--- src/rtl/color_seq_pkg.sv ---
// Shared command/mode encodings and colour-code helper for the colour sequencer.
package color_seq_pkg;

    localparam int unsigned CMD_WIDTH = 2;

    typedef enum logic [CMD_WIDTH-1:0] {
        CMD_HOLD    = 2'h0,
        CMD_ADVANCE = 2'h1,
        CMD_JUMP    = 2'h2,
        CMD_AUTO    = 2'h3
    } cmd_t;

    typedef enum logic {
        MODE_MANUAL = 1'b0,
        MODE_AUTO   = 1'b1
    } mode_t;

    // Colour code shown for a state index; callers truncate to their output width.
    function automatic logic [31:0] color_code(input logic [31:0] idx);
        return idx + 32'd1;
    endfunction

endpackage

--- src/rtl/color_seq_if.sv ---
// Command/status bundle between the command decoder and the colour sequencer.
interface color_seq_if #(
    parameter int unsigned NUM_STATES  = 4,
    parameter int unsigned OUT_WIDTH   = 4,
    parameter int unsigned DWELL_WIDTH = 8
) ();
    import color_seq_pkg::*;

    localparam int unsigned IDX_W = $clog2(NUM_STATES);

    cmd_t                   in;
    logic [IDX_W-1:0]       jump_idx;
    logic [DWELL_WIDTH-1:0] dwell_cfg;
    logic [OUT_WIDTH-1:0]   out;
    logic [IDX_W-1:0]       state;
    logic [DWELL_WIDTH-1:0] dwell_cnt;
    logic                   wrap;
    logic                   err;

    modport master (
        output in, jump_idx, dwell_cfg,
        input  out, state, dwell_cnt, wrap, err
    );

    modport slave (
        input  in, jump_idx, dwell_cfg,
        output out, state, dwell_cnt, wrap, err
    );

endinterface

--- src/rtl/color_dwell_timer.sv ---
// Dwell counter for AUTO mode: counts cycles in the current state and flags expiry.
module color_dwell_timer #(
    parameter int unsigned DWELL_WIDTH = 8
) (
    input  logic                   clk,
    input  logic                   rst,
    input  logic                   clear_i,
    input  logic                   enable_i,
    input  logic [DWELL_WIDTH-1:0] dwell_cfg_i,
    output logic [DWELL_WIDTH-1:0] dwell_cnt_o,
    output logic                   expire_c
);

    logic [DWELL_WIDTH-1:0] cnt_q;
    logic [DWELL_WIDTH-1:0] cnt_d;
    logic [DWELL_WIDTH-1:0] base_c;

    // Clear restarts from zero; >= keeps a lowered dwell_cfg from letting the count run past it.
    always_comb begin
        base_c   = clear_i ? '0 : cnt_q;
        expire_c = enable_i && (base_c >= dwell_cfg_i);
        cnt_d    = (!enable_i || expire_c) ? '0 : base_c + DWELL_WIDTH'(1);
    end

    // Counter register.
    always_ff @(posedge clk) begin
        if (!rst) cnt_q <= '0;
        else      cnt_q <= cnt_d;
    end

    assign dwell_cnt_o = cnt_q;

endmodule

--- src/rtl/color_seq_fsm.sv ---
// Parametrised Moore colour sequencer with manual advance, indexed jump and timed auto-advance.
module color_seq_fsm
    import color_seq_pkg::*;
#(
    parameter int unsigned NUM_STATES  = 4,
    parameter int unsigned OUT_WIDTH   = 4,
    parameter int unsigned DWELL_WIDTH = 8,
    parameter int unsigned RESET_STATE = 1
) (
    input  logic      clk,
    input  logic      rst,
    color_seq_if.slave bus
);

    localparam int unsigned IDX_W = $clog2(NUM_STATES);
    localparam logic [IDX_W:0]   NS_W     = (IDX_W+1)'(NUM_STATES);
    localparam logic [IDX_W-1:0] RST_IDX  = IDX_W'(RESET_STATE);
    localparam logic [IDX_W-1:0] LAST_IDX = IDX_W'(NUM_STATES - 1);

    logic [IDX_W-1:0] state_q, state_d;
    mode_t            mode_q, mode_d;
    logic             wrap_q, wrap_d;
    logic             err_q, err_d;
    logic [IDX_W:0]   inc_c;
    logic [IDX_W-1:0] next_idx_c;
    logic             illegal_c;
    logic             tmr_clear_c, tmr_enable_c, tmr_expire_c;

    // Successor index computed one bit wider so non-power-of-two wrap is exact.
    always_comb begin
        inc_c      = {1'b0, state_q} + (IDX_W+1)'(1);
        next_idx_c = (inc_c >= NS_W) ? '0 : inc_c[IDX_W-1:0];
        illegal_c  = ({1'b0, state_q} >= NS_W);
    end

    assign tmr_enable_c = (bus.in == CMD_AUTO) && !illegal_c;
    assign tmr_clear_c  = (mode_q == MODE_MANUAL);

    color_dwell_timer #(
        .DWELL_WIDTH (DWELL_WIDTH)
    ) u_timer (
        .clk         (clk),
        .rst         (rst),
        .clear_i     (tmr_clear_c),
        .enable_i    (tmr_enable_c),
        .dwell_cfg_i (bus.dwell_cfg),
        .dwell_cnt_o (bus.dwell_cnt),
        .expire_c    (tmr_expire_c)
    );

    // Next state, mode and status pulses; any non-AUTO command drops back to MANUAL.
    always_comb begin
        state_d = state_q;
        mode_d  = MODE_MANUAL;
        wrap_d  = 1'b0;
        err_d   = 1'b0;
        if (illegal_c) begin
            state_d = RST_IDX;
            err_d   = 1'b1;
        end else begin
            case (bus.in)
                CMD_HOLD: begin
                    state_d = state_q;
                end
                CMD_ADVANCE: begin
                    state_d = next_idx_c;
                    wrap_d  = (state_q == LAST_IDX);
                end
                CMD_JUMP: begin
                    if ({1'b0, bus.jump_idx} < NS_W) state_d = bus.jump_idx;
                    else                             err_d   = 1'b1;
                end
                CMD_AUTO: begin
                    mode_d = MODE_AUTO;
                    if (tmr_expire_c) begin
                        state_d = next_idx_c;
                        wrap_d  = (state_q == LAST_IDX);
                    end
                end
                default: begin
                    state_d = state_q;
                end
            endcase
        end
    end

    // State, mode and pulse registers with synchronous active-low reset.
    always_ff @(posedge clk) begin
        if (!rst) begin
            state_q <= RST_IDX;
            mode_q  <= MODE_MANUAL;
            wrap_q  <= 1'b0;
            err_q   <= 1'b0;
        end else begin
            state_q <= state_d;
            mode_q  <= mode_d;
            wrap_q  <= wrap_d;
            err_q   <= err_d;
        end
    end

    assign bus.out   = OUT_WIDTH'(color_code(32'(state_q)));
    assign bus.state = state_q;
    assign bus.wrap  = wrap_q;
    assign bus.err   = err_q;

endmodule

--- src/flat_wrapper.sv ---
// flat-port wrapper written by rule: the top's interface ports become plain ports
module color_seq_fsm_flat import color_seq_pkg::*;
#(
    parameter int unsigned NUM_STATES  = 4,
    parameter int unsigned OUT_WIDTH   = 4,
    parameter int unsigned DWELL_WIDTH = 8,
    parameter int unsigned RESET_STATE = 1
)
  (clk, rst, bus_in, bus_jump_idx, bus_dwell_cfg, bus_out, bus_state, bus_dwell_cnt, bus_wrap, bus_err);
  color_seq_if #(.NUM_STATES(NUM_STATES), .OUT_WIDTH(OUT_WIDTH), .DWELL_WIDTH(DWELL_WIDTH)) bus_i ();
  input  logic clk;
  input  logic rst;
  input wire logic [$bits(bus_i.in)-1:0] bus_in;
  input wire logic [$bits(bus_i.jump_idx)-1:0] bus_jump_idx;
  input wire logic [$bits(bus_i.dwell_cfg)-1:0] bus_dwell_cfg;
  output wire logic [$bits(bus_i.out)-1:0] bus_out;
  output wire logic [$bits(bus_i.state)-1:0] bus_state;
  output wire logic [$bits(bus_i.dwell_cnt)-1:0] bus_dwell_cnt;
  output wire logic [$bits(bus_i.wrap)-1:0] bus_wrap;
  output wire logic [$bits(bus_i.err)-1:0] bus_err;
  assign bus_i.in = bus_in;
  assign bus_i.jump_idx = bus_jump_idx;
  assign bus_i.dwell_cfg = bus_dwell_cfg;
  assign bus_out = bus_i.out;
  assign bus_state = bus_i.state;
  assign bus_dwell_cnt = bus_i.dwell_cnt;
  assign bus_wrap = bus_i.wrap;
  assign bus_err = bus_i.err;
  color_seq_fsm #(.NUM_STATES(NUM_STATES), .OUT_WIDTH(OUT_WIDTH), .DWELL_WIDTH(DWELL_WIDTH), .RESET_STATE(RESET_STATE)) u_core (.clk(clk), .rst(rst), .bus(bus_i));
endmodule
--- config.mk ---
export PLATFORM = sky130hd
export DESIGN_NAME = color_seq_fsm_flat
export DESIGN_NICKNAME = d
export VERILOG_FILES = /design/src/rtl/color_seq_pkg.sv /design/src/rtl/color_seq_if.sv /design/src/rtl/color_dwell_timer.sv /design/src/rtl/color_seq_fsm.sv /design/src/flat_wrapper.sv
export SDC_FILE = /design/constraint.sdc
export NUM_CORES = 1
export LEC_CHECK = 0
export CAP_MARGIN = 20
export CORE_MARGIN = 4
export CORE_UTILIZATION = 44
export DETAILED_ROUTE_END_ITERATION = 8
export GPL_TIMING_DRIVEN = 1
export PLACE_DENSITY_LB_ADDON = 0.25
export SETUP_SLACK_MARGIN = 0.05
export SLEW_MARGIN = 20
export SYNTH_ARGS = -nofsm -noshare
export SYNTH_HDL_FRONTEND = slang
export SYNTH_SLANG_ARGS = --single-unit
export TNS_END_PERCENT = 20
--- constraint.sdc ---
create_clock -name clk -period 2.6 [get_ports clk]
set_input_delay 0.65 -clock clk [delete_from_list [all_inputs] [get_ports clk]]
set_output_delay 0.65 -clock clk [all_outputs]
set_load 0.05 [all_outputs]
==> impl_metrics.yaml, run 1 <==
run_status:
  status: "completed"
clock_network:
  cts.sinks: 12
  cts_resized: 0
  clk_latency_ps: 270
  htreeDepth: 1
  numCtsBuffers: 3
  cts_tree: "built"
  cts_max_path_buffers: 2
  cts_setup_buffers: 0
  worst_setup_hold_path_clk_slew_ps: 80
  cts-root-buf: "clkbuf_4"
  cts_hold_buf: 0
cells_and_area:
  drive_gt1_frac: 0.1074
  final_common_cell: "clkdlybuf4s50_1"
  final_cell_mix: "27 x clkdlybuf4s50_1, 12 x dfxtp_1, 11 x inv_1"
  nets: 146
  area_delta_synth_final_pct: 36.43
  layoutNonFillerInstCount: 146
  diodes: 0
  utilization: 0.6632
sta:
  setup_ws_ps: 200.9
  tightest_slew_ps: 503.4
  hold_viol_final: 0
  min_period_ps: 2399
  rsz0062_at_grt: "false"
  setup_violations: 0
  period_share: 0.9227
  timing.setup.tns_ps: 0
  fmax_mhz: 416.8
  relSlewSlack: 0.6634
  slew_violations: 0
  fin_skew_ps: 3.992
die:
  start_util: 0.4861
  coreArea_mm2: 0.001802
  io_pins: 30
  core.rowCount: 15
  die-area_mm2: 0.002768
  die_w_um: 52.62
  die_h_um: 52.62
critical_path:
  crit_type: "reg -> out"
  worstSetupStartpoint: "u_core.bus.state[0]"
  crit_arrival_ps: 1750
  critical_path_required_ps: 1950
  cp_max_fo: 5
  start_kind: "register"
  r2r_slack_ps: 460
  ff2ff_path_depth: 6
  timing.rr.end: "u_core.u_timer.dwell_cnt_o[6]"
  crit_end: "bus_out[1]"
  end_kind: "primary output"
  reg2reg_from: "u_core.mode_q"
pwr:
  ir_drop_v: 0.0002572
  power_density_mw_per_mm2: 393.4
  power_leakage_nw: 0.4905
placed_design:
  hpwl_um: 1508
  place_ws_ps: 65.25
  io_buffers: 27
  place_inst: 142
  gp_congestion: 0.8432
min_path:
  min_from: "u_core.bus.state[0]"
  hold_class: "reg -> reg"
routing:
  drt_wl_total_um: 1911
  dr.first_iter.drc_count: 11
  drcViolationCount: 0
  detail-route-antenna-nets: 0
  wire_per_inst_um: 13.09
  dr_total_vias: 769
  drt_first_pass_iters: 4
  via_per_inst: 5.267
synthesis:
  synth_top_area_cell: "dfxtp_1"
  ys_ff_latch: 12
  yosysSeqAreaShare: 0.2743
  synthDistinctLibCells: 31
  synth_area_leaders: "dfxtp_1 27%, ha_1 14%, nor4b_2 5.1%"
  yosys_warnings: 0
  yosys.area.top_type_share: 0.2743
  syn_area_um2: 875.8
  synthCells: 93
  syn_avg_cell_area_um2: 9.418
global_route:
  grt_usage: 0.1690
  use_met1: 0.2184
  grt_start_max_net_pins: 14
  antenna_found_initial: 0
  met2_usage: 0.2583
  busiest_layer: "met2"
  grt.met3_usage: 0.04558
  grt_pass1_wl_um: 3456
  grt_pass1_vias: 764
  grt_overflow: 0
job:
  drv_cap: 0
[area by class of cell]
cell class	instances	area [µm²]
fillers	158	606.8
clock buffers	4	36.28
inverters	11	41.29
well taps	25	31.28
repair buffers	27	270.3
flip-flops and latches	12	240.2
multi-input cells	67	575.6
[cell families after synthesis]
family,synth area share
and+or+nand+nor,0.2571
buffers and inverters,0.07286
other,0.004282
AOI/OAI and AO/OA,0.1743
adders and majority gates,0.1429
xor gates and xnor gates,0.05001
DFF,0.2743
muxes,0.02429
[report_power, final]
part	internal [W]	total (W)	switching, W
combinational	0.0000525	0.000125	0.0000726
clock	0.0000851	0.000151	0.0000658
sequential	0.000188	0.000194	0.00000593
[critical path, stage by stage (launching register included)]
cell	delay (ps)
dfxtp_1	360
ha_1	310
clkdlybuf4s50_1	800
[through the flow]
| stage | area [µm²] | total power [W] | hold WS, ps |
|---|---|---|---|
| 2_1_floorplan | 879.6 | 0.0002814 | 635.4 |
| 3_3_place_gp | 1159 | 0.0003225 | 591.5 |
| 3_5_place_dp | 1159 | 0.0003235 | 607.5 |
| 4_1_cts | 1195 | 0.0004744 | 616.4 |
| 5_1_grt | 1195 | 0.0004912 | 638.5 |
| 6_report | 1195 | 0.0004701 | 610.2 |
[flip-flops by register name, indices dropped and copies added, names as in the netlist]
signal	flops
u_core.bus.state	2
u_core.u_timer.dwell_cnt_o	8
u_core.mode_q	1
u_core.bus.wrap	1
[worst min-delay path by stage]
stage,to,slack [ps],cells after the start
2_1_floorplan,u_core.u_timer.dwell_cnt_o[5],640,3
3_3_place_gp,u_core.bus.state[0],590,2
3_5_place_dp,u_core.bus.state[0],610,2
4_1_cts,u_core.bus.state[0],620,2
5_1_grt,u_core.bus.state[0],640,2
6_report,u_core.bus.state[0],610,2
[Yosys cell counts (all sizes together)]
cell / n
o21ai: 2
inv: 11
conb: 1
nor2: 1
nor4b: 3
o21a: 3
o2111ai: 1
clkbuf: 2
mux2i: 1
dfxtp: 12
buf: 2
nand2: 4
and2: 7
ha: 10
o211ai: 4
a221oi: 1
a21o: 1
nand3b: 1
a2111oi: 1
nand2b: 2
nand4: 1
xnor2: 3
nand3: 5
mux2: 1
nor3: 7
xor2: 2
o31a: 1
and3: 3
[per-layer routing]
| metal | vias up | routed length [µm] |
|---|---|---|
| met5 | - | 0 |
| met4 | 0 | 37 |
| met3 | 5 | 111 |
| met2 | 29 | 876 |
| met1 | 352 | 886 |
| li1 | 383 | - |
No activity file was read; power rests on OpenSTA's default activity.
==> inputs of run 2 (changes only) <==
- CAP_MARGIN: 20 -> 30
- SLEW_MARGIN: 20 -> 10
==> results of run 2 <==
Final layout, timing and power as in run 1 (identical DEF).
